<file path="src/rtl/sliding_ring_buffer_pkg.sv">
// rtl/sliding_ring_buffer_pkg.sv - width and clamp helpers for the sliding ring buffer
//
// Purpose: shared helper functions used by sliding_ring_buffer and its
//          address sub-module.
//   ptr_width  : pointer width for a storage depth, $clog2(size)
//   lvl_width  : occupancy width able to hold 0..size, $clog2(size+1)
//   cnt_width  : width of a count field holding 0..max_cnt
//   clamp_cnt  : saturate a requested count to its maximum
// No ports (package).

package sliding_ring_buffer_pkg;

   function automatic int ptr_width(input int size);
      return $clog2(size);
   endfunction

   function automatic int lvl_width(input int size);
      return $clog2(size + 1);
   endfunction

   function automatic int cnt_width(input int max_cnt);
      return $clog2(max_cnt + 1);
   endfunction

   // Oversized requests are saturated, never rejected.
   function automatic int clamp_cnt(input int cnt, input int max_cnt);
      return (cnt > max_cnt) ? max_cnt : cnt;
   endfunction

endpackage

</file>
<file path="src/rtl/sliding_ring_buffer_ring_addr.sv">
// rtl/sliding_ring_buffer_ring_addr.sv - modulo-SIZE address adder for one buffer lane
//
// Purpose: addr = (base + offset) mod SIZE, purely combinational.
// Ports:
//   base   in  ptr_width(SIZE)  lane base pointer (wr_ptr or rd_ptr)
//   offset in  ptr_width(SIZE)  lane index within the write group / window
//   addr   out ptr_width(SIZE)  wrapped storage index
// SIZE is a power of two, so the modulo is the natural overflow of the adder.

module sliding_ring_buffer_ring_addr
   import sliding_ring_buffer_pkg::*;
#(
   parameter int SIZE = 16
) (
   input  logic [ptr_width(SIZE)-1:0] base,
   input  logic [ptr_width(SIZE)-1:0] offset,
   output logic [ptr_width(SIZE)-1:0] addr
);

   assign addr = base + offset;

endmodule

</file>
<file path="src/rtl/sliding_ring_buffer.sv">
// rtl/sliding_ring_buffer.sv - ring buffer with multi-word write and sliding-window read
//
// Purpose: producer writes 1..WRITE_SIZE words per cycle; consumer sees a
//          READ_SIZE-word window at rd_ptr and retires 0..READ_SIZE words.
// Ports:
//   clk        in   rising-edge clock
//   rst        in   asynchronous active-low reset (clears storage too)
//   flush      in   synchronous clear of pointers, level and err
//   wr_valid   in   write request
//   wr_num     in   words to write (clamped to WRITE_SIZE)
//   in         in   write words, word 0 in the low bits is the oldest
//   wr_ready   out  room for a full WRITE_SIZE group
//   rd_pop     in   retire request
//   rd_stride  in   words to retire (clamped to READ_SIZE)
//   out        out  window, word k = mem[(rd_ptr+k) mod SIZE], word 0 in low bits
//   out_valid  out  level >= READ_SIZE
//   level      out  words stored
//   err        out  sticky protocol error
// Optional feature macro: SLIDING_RING_BUFFER_ERR_EN builds the err logic;
// without it err is tied low. Clamp/ignore behaviour is the same either way.

module sliding_ring_buffer
   import sliding_ring_buffer_pkg::*;
#(
   parameter int SIZE       = 16,
   parameter int WRITE_SIZE = 2,
   parameter int READ_SIZE  = 3,
   parameter int DATA_WIDTH = 8
) (
   input  logic                                 clk,
   input  logic                                 rst,
   input  logic                                 flush,
   input  logic                                 wr_valid,
   input  logic [cnt_width(WRITE_SIZE)-1:0]     wr_num,
   input  logic [DATA_WIDTH*WRITE_SIZE-1:0]     in,
   output logic                                 wr_ready,
   input  logic                                 rd_pop,
   input  logic [cnt_width(READ_SIZE)-1:0]      rd_stride,
   output logic [DATA_WIDTH*READ_SIZE-1:0]      out,
   output logic                                 out_valid,
   output logic [lvl_width(SIZE)-1:0]           level,
   output logic                                 err
);

   localparam int PTR_W = ptr_width(SIZE);
   localparam int LVL_W = lvl_width(SIZE);
   localparam int WR_W  = cnt_width(WRITE_SIZE);
   localparam int RD_W  = cnt_width(READ_SIZE);

   logic [DATA_WIDTH-1:0] mem [SIZE];
   logic [PTR_W-1:0]      wr_ptr;
   logic [PTR_W-1:0]      rd_ptr;
   logic [PTR_W-1:0]      wr_addr [WRITE_SIZE];
   logic [PTR_W-1:0]      rd_addr [READ_SIZE];

   logic                  wr_acc;
   logic                  pop_acc;
   logic [WR_W-1:0]       wr_cnt;
   logic [RD_W-1:0]       rd_cnt;

   // Handshake flags decode from level only, so there is no combinational
   // path from wr_num/rd_stride to wr_ready/out_valid.
   assign wr_ready  = (level <= LVL_W'(SIZE - WRITE_SIZE));
   assign out_valid = (level >= LVL_W'(READ_SIZE));

   assign wr_acc  = wr_valid & wr_ready;
   assign pop_acc = rd_pop & out_valid;

   // Accepted counts after clamping; zero when the request is not accepted.
   assign wr_cnt = wr_acc  ? WR_W'(clamp_cnt(int'(wr_num), WRITE_SIZE))   : '0;
   assign rd_cnt = pop_acc ? RD_W'(clamp_cnt(int'(rd_stride), READ_SIZE)) : '0;

   for (genvar k = 0; k < WRITE_SIZE; k++) begin : g_wr_lane
      sliding_ring_buffer_ring_addr #(.SIZE(SIZE)) u_ring_addr (
         .base   (wr_ptr),
         .offset (PTR_W'(k)),
         .addr   (wr_addr[k])
      );
   end

   // Window is read straight from storage: a word written this cycle only
   // shows up on out after the edge.
   for (genvar k = 0; k < READ_SIZE; k++) begin : g_rd_lane
      sliding_ring_buffer_ring_addr #(.SIZE(SIZE)) u_ring_addr (
         .base   (rd_ptr),
         .offset (PTR_W'(k)),
         .addr   (rd_addr[k])
      );
      assign out[k*DATA_WIDTH +: DATA_WIDTH] = mem[rd_addr[k]];
   end

   always_ff @(posedge clk or negedge rst) begin
      if (!rst) begin
         wr_ptr <= '0;
         rd_ptr <= '0;
         level  <= '0;
         for (int i = 0; i < SIZE; i++) begin
            mem[i] <= '0;
         end
      end else if (flush) begin
         // Storage is deliberately left alone; only the bookkeeping resets.
         wr_ptr <= '0;
         rd_ptr <= '0;
         level  <= '0;
      end else begin
         for (int k = 0; k < WRITE_SIZE; k++) begin
            if (k < int'(wr_cnt)) begin
               mem[wr_addr[k]] <= in[k*DATA_WIDTH +: DATA_WIDTH];
            end
         end
         wr_ptr <= wr_ptr + PTR_W'(wr_cnt);
         rd_ptr <= rd_ptr + PTR_W'(rd_cnt);
         level  <= level + LVL_W'(wr_cnt) - LVL_W'(rd_cnt);
      end
   end

`ifdef SLIDING_RING_BUFFER_ERR_EN
   logic err_q;
   logic err_set;

   assign err_set = (wr_valid & ~wr_ready)
                  | (wr_valid & ((wr_num == '0) | (int'(wr_num) > WRITE_SIZE)))
                  | (rd_pop & ~out_valid)
                  | (rd_pop & (int'(rd_stride) > READ_SIZE));

   always_ff @(posedge clk or negedge rst) begin
      if (!rst) begin
         err_q <= 1'b0;
      end else if (flush) begin
         err_q <= 1'b0;
      end else if (err_set) begin
         err_q <= 1'b1;
      end
   end

   assign err = err_q;
`else
   assign err = 1'b0;
`endif

endmodule

</file>
<file path="config.mk">
export PLATFORM = sky130hd
export DESIGN_NAME = sliding_ring_buffer
export DESIGN_NICKNAME = d
export VERILOG_FILES = /design/src/rtl/sliding_ring_buffer_pkg.sv /design/src/rtl/sliding_ring_buffer_ring_addr.sv /design/src/rtl/sliding_ring_buffer.sv
export SDC_FILE = /design/constraint.sdc
export NUM_CORES = 1
export LEC_CHECK = 0
export CAP_MARGIN = 30
export CORE_ASPECT_RATIO = 0.8
export CORE_UTILIZATION = 55
export DETAILED_ROUTE_END_ITERATION = 7
export PLACE_DENSITY = 0.74
export SYNTH_ARGS = -nofsm -noshare
export SYNTH_HDL_FRONTEND = slang
export SYNTH_SLANG_ARGS = --single-unit
</file>
<file path="constraint.sdc">
create_clock -name clk -period 4.51 [get_ports clk]
set_clock_uncertainty 0.2 [all_clocks]
set_input_delay 0.6765 -clock clk [delete_from_list [all_inputs] [get_ports clk]]
set_output_delay 0.6765 -clock clk [all_outputs]
set_load 0.03 [all_outputs]
</file>
# Yosys cells after proc, flatten, opt, wreduce, memory -nomap -nowiden
# Cells that the tools add are included.
# op_classes
add_sub_neg	7
multipliers	0
n_div	0
n_lt_le_gt_ge	12
eq_ne	0
n_shift	0
mux	24
bitwise	7
n_reduce_logical	2
# ops
op	count
2-to-1 mux 128 bit	3
bitwise mux 128 bit	2
binary-select mux 8 bit (select 4 bit)	3
demux 8 bit (select 4 bit)	2
2-to-1 mux 8 bit	8
>= comparator 5 bit (second input constant)	5
inverter 4 -> 5 bit	5
less-than comparator 5 x 1 -> 1 bit (second input constant)	2
adder 4 x 1 -> 4 bit (second input constant)	2
adder 4 x 2 -> 4 bit	2
2-to-1 mux 4 bit	2
2-to-1 mux 2 bit	3
adder 5 x 2 -> 5 bit	1
>= comparator 5 x 2 -> 1 bit (second input constant)	1
<= comparator 5 x 4 -> 1 bit (second input constant)	1
2-to-1 mux 5 bit	1
subtractor 5 x 2 -> 5 bit	1
adder 4 x 2 -> 4 bit (second input constant)	1
less-than comparator 1 x 2 -> 1 bit (first input constant)	2
AND 1 bit	2
> comparator 2 bit (second input constant)	1
logical AND 1 bit	2
# word_totals
reg_bits	141
latch_bits	0
ram_bits	0
romBits	0
in_bits	25
output_inout_bits	32
memories	0

# Longest topological paths before layout
# depth
ltp_word	10
ltp_mapped	17
ltp_nobuf	15

# Modules after synthesis
# A second synthesis with hierarchy kept.
# unflattened
hier_cells	974
area_unflattened_um2	10899.2
# modules_own_cells
mod	n_inst	cells_per_inst	area_per_inst_um2	seq_area_each_um2
sliding_ring_buffer	1	929	10398.7	3528.4
sliding_ring_buffer_ring_addr	5	9	100.1	0.0

# Worst setup path before layout
# OpenSTA, ideal clock, no wires.
# synth_path
path_kind	reg-to-reg
from	register level[4]
to	register level[4]
setup_time_ps	132
t_arrival_ps	3125
required_time_ps	4178
slack_ps	1053
stages_incl_launch_ff	18
n_path_buf	2
synth_period_minus_slack_ps	3457
path_cell_list	dfrtp_1 -> inv_1 -> ha_1 -> and3_1 -> a21o_1 -> buf_6 -> buf_2 -> nor3_1 -> inv_1 -> ha_1 -> inv_1 -> ha_1 -> fa_1 -> a21oi_1 -> nor2_1 -> nor2_1 -> xnor2_1 -> nor2_1
# synth_via
elab_chain_cells	6
elab_cells_between_ends	9
cone_classes	add/sub: 2; order compare: 2; mux: 3; bitwise: 2
# synth_rtl
item	line	rtl
start, declared	sliding_ring_buffer.sv:41	output logic [lvl_width(SIZE)-1:0] level,
start signal, assigned	sliding_ring_buffer.sv:113	level <= level + LVL_W'(wr_cnt) - LVL_W'(rd_cnt);
<= comparator 5 x 4 -> 1 bit	sliding_ring_buffer.sv:63	assign wr_ready = (level <= LVL_W'(SIZE - WRITE_SIZE));
AND 1 bit	sliding_ring_buffer.sv:66	assign wr_acc = wr_valid & wr_ready;
2-to-1 mux 2 bit	sliding_ring_buffer.sv:70	assign wr_cnt = wr_acc ? WR_W'(clamp_cnt(int'(wr_num), WRITE_SIZE)) : '0;
adder 5 x 2 -> 5 bit	sliding_ring_buffer.sv:113	
subtractor 5 x 2 -> 5 bit *	sliding_ring_buffer.sv:113	
2-to-1 mux 5 bit *	sliding_ring_buffer.sv:100	end else if (flush) begin
# Mark *: on every way between the ends. The rest lies on a longest branch, timed or not.
# A chain may end at the register's enable or synchronous reset.

# Worst setup path in the final report
# layout_path
from	register rd_ptr[0]
to	output port out[9]
# layout_via
elab_chain_cells	5
# layout_rtl
item	line	rtl
start, declared	sliding_ring_buffer.sv:52	logic [PTR_W-1:0] rd_ptr;
start signal, assigned	sliding_ring_buffer.sv:112	rd_ptr <= rd_ptr + PTR_W'(rd_cnt);
adder 4 x 1 -> 4 bit	sliding_ring_buffer_ring_addr.sv:20	assign addr = base + offset;
inverter 4 -> 5 bit (not written as such)	sliding_ring_buffer.sv:89	assign out[k*DATA_WIDTH +: DATA_WIDTH] = mem[rd_addr[k]];
binary-select mux 8 bit (select 4 bit)	sliding_ring_buffer.sv:89	
2-to-1 mux 8 bit (not written as such) (2 in series)	sliding_ring_buffer.sv:89	
end, declared	sliding_ring_buffer.sv:39	output logic [DATA_WIDTH*READ_SIZE-1:0] out,
# No other way between the ends. The select of a mux whose other input is x is not followed.

==> reports/metrics.csv <==
metric,value,unit
dr.pass1.iters,8,
grt_use_total,39.7,%
post-place-ws,698,ps
wirelength,35500,µm
final-hold-violation-count,0,
ys_ff_latch,141,
fill_cells,1408,
overflow,0,
cts_buffers,17,
synth.distinct_cells,49,
rsz0062_at_grt,no,
viasPerCell,7.30,
pin_count,57,
startpoint_type,flip-flop,
fp.dieW,152,µm
crit_required,3630,ps
port_buffers,55,
syn_nets,1015,
hold_path.class,flip-flop to flip-flop,
power_density,567,nW/µm²
netlist_area,9940,µm²
antenna_found_initial,0,
ys.flop_type,dfrtp_1,
synth_top_family_by_area,compound AO/OA/AOI/OAI gates,
slew_headroom,30.3,%
fmax,232,MHz
violations,design-rule violations,
status,"finished, violations left",
worstPathMaxFanout,20,
rr_worst_depth,9,
grt_pass1_vias,8329,
initial_core_util,56.8,%
ctsLongestPathBuffers,2,
clock_latency,430,ps
leakage,4.35,nW
drive_above_1_share,18.7,%
cts_tree,built,
holdPathStages,2,
max-vdd-ir-drop,0.394,mV
layout_commonest_cell,dfrtp_1,
place_area,10600,µm²
synth-xor-area-share,0.970,%
rrSetupSlack,980,ps
num_rows,43,
period_needed,4320,ps
synthAdderAreaFrac,2.69,%
cts_resized,0,
worstPathArrival,3440,ps
fin_nets,1039,
dr_total_vias,9010,
dp_hpwl,25500,µm
clock_sinks,141,
cts_root_buffer,clkbuf_16,
finalMaxSlewViolations,0,
final_cell_mix,"dfrtp_1, nor2_1, nand2_1",
grt_max_degree,105,
max_cap_violations,0,
detail-route-antenna-nets,0,
avgRoutedWirePerCell,28.8,µm
ctsHtreeMaxLevel,4,
end_kind,output pin,
synthMuxAreaShare,20.6,%
areaGrowthSynthToFinish,13.2,%
drt_iter0_markers,1418,
ys_warn_count,0,
ys_seq_area_share,35.5,%
synth_edf_count,0,
worstMarginPinSlew,1040,ps
synth-compound-area-share,21.4,%
syn_area_per_cell,10.2,µm²
criticalPathCategory,flip-flop to output pin,
gp_congestion,1.02,
worst_slack,195,ps
syn_inst,971,
hold_slack,363,ps
timing.setup.tns,0,ps
die-area,18600,µm²
final_area,11200,µm²
setup_viol,0,
route.detailed.drc,14,
dieHeight,122,µm
fin_crit_sh,95.7,%
core,17500,µm²
clk_pin_slew,70,ps
synthArstFlopShare,100,%
grt_pass1_wl,53500,µm
synth-simple-area-share,14.7,%
-- area by class of cell --
| cell class | instances | area [µm²] | share of cell area, % |
|---|---|---|---|
| antenna | 1 | 2.50 | 0.0223 |
| clock buffer | 20 | 467 | 4.15 |
| clock inverter | 12 | 148 | 1.31 |
| inverter | 21 | 78.8 | 0.701 |
| multi-input combinational | 737 | 6010 | 53.4 |
| sequential | 141 | 3530 | 31.4 |
| tap | 225 | 282 | 2.50 |
| timing repair buffer | 77 | 727 | 6.46 |
-- registers in the layout, indices dropped and copies added, names as in the netlist --
name    count
mem       128
level       5
rd_ptr      4
wr_ptr      4
-- worst paths after layout --
kind,start,endpoint
min,mem[36],mem[36]
max,rd_ptr[0],out[9]
max reg2reg,level[4],mem[57]
min reg2reg,mem[36],mem[36]
min in group asynchronous,rst,rd_ptr[2]
max in group asynchronous,rst,mem[19]
-- critical path: stages, from the launching register on --
cell and delay (ps):
dfrtp_4 610, ha_1 330, buf_4 330, nor2b_1 690
nand3_1 150, a32o_1 310, clkdlybuf4s50_1 590
-- where the power goes --
group / internal, mW / leakage (nW) / switching [mW]
registers: 1.51 / 1.86 / 0.384
clock network: 0.873 / 0.297 / 0.602
logic: 1.33 / 2.20 / 1.67
total: 3.72 / 4.35 / 2.65
-- Yosys cell counts (all sizes together) (2+ instances only) --
cell	instances	area share, %
dfrtp	141	36
nor2	112	4.3
nand2	106	4.0
mux4	80	18
a21oi	58	3.0
o22ai	57	3.6
buf	43	2.3
a211oi	41	3.2
o22a	32	2.8
nand3	31	1.6
clkbuf	29	1.1
nor2b	29	1.8
mux2i	24	2.4
inv	21	0.79
o21a	17	1.3
a221oi	16	1.4
a2bb2oi	16	1.4
o221a	16	1.8
ha	15	1.9
nand4	10	0.76
nor3	10	0.60
o21ai	10	0.50
xnor2	9	0.79
a32o	8	0.81
or2	8	0.50
and2	6	0.38
a2111oi	5	1.3
nand2b	5	0.31
fa	4	0.81
and3	3	0.19
a21o	2	0.15
xor2	2	0.18
-- kinds of logic after synthesis --
family                   count (synthesis)
AND/OR/NAND/NOR                        323
AO/OA/AOI/OAI                          279
flip-flops                             141
multiplexers                           104
buffers and inverters                   93
adder cells (fa/ha/maj)                 19
XOR/XNOR                                11
other                                    1
-- layer usage --
layer | track usage (%) | wire length [µm] | vias up
met5 | 0 | 0 | -
met4 | 12.8 | 1200 | 0
met3 | 18.3 | 6130 | 81
met2 | 55.0 | 14500 | 754
met1 | 55.1 | 13600 | 4387
li1 | - | - | 3788
-- stage by stage --
| step | power (mW) | util [%] | std cells |
|---|---|---|---|
| CTS | 6.32 | 64.1 | 1231 |
| floorplan | 3.83 | - | 971 |
| finish | 6.37 | 64.3 | 1234 |
| global route | 6.65 | 64.3 | 1233 |
| detailed placement | 4.84 | 60.6 | 1199 |
| global placement | 4.79 | 60.6 | 1199 |
-- what timing repair did --
item                      in CTS  in global routing
hold buffers                   0                  1
buffers inserted               0                  0
hold endpoints to repair       0                  3
No activity file was read; power rests on OpenSTA's default activity.
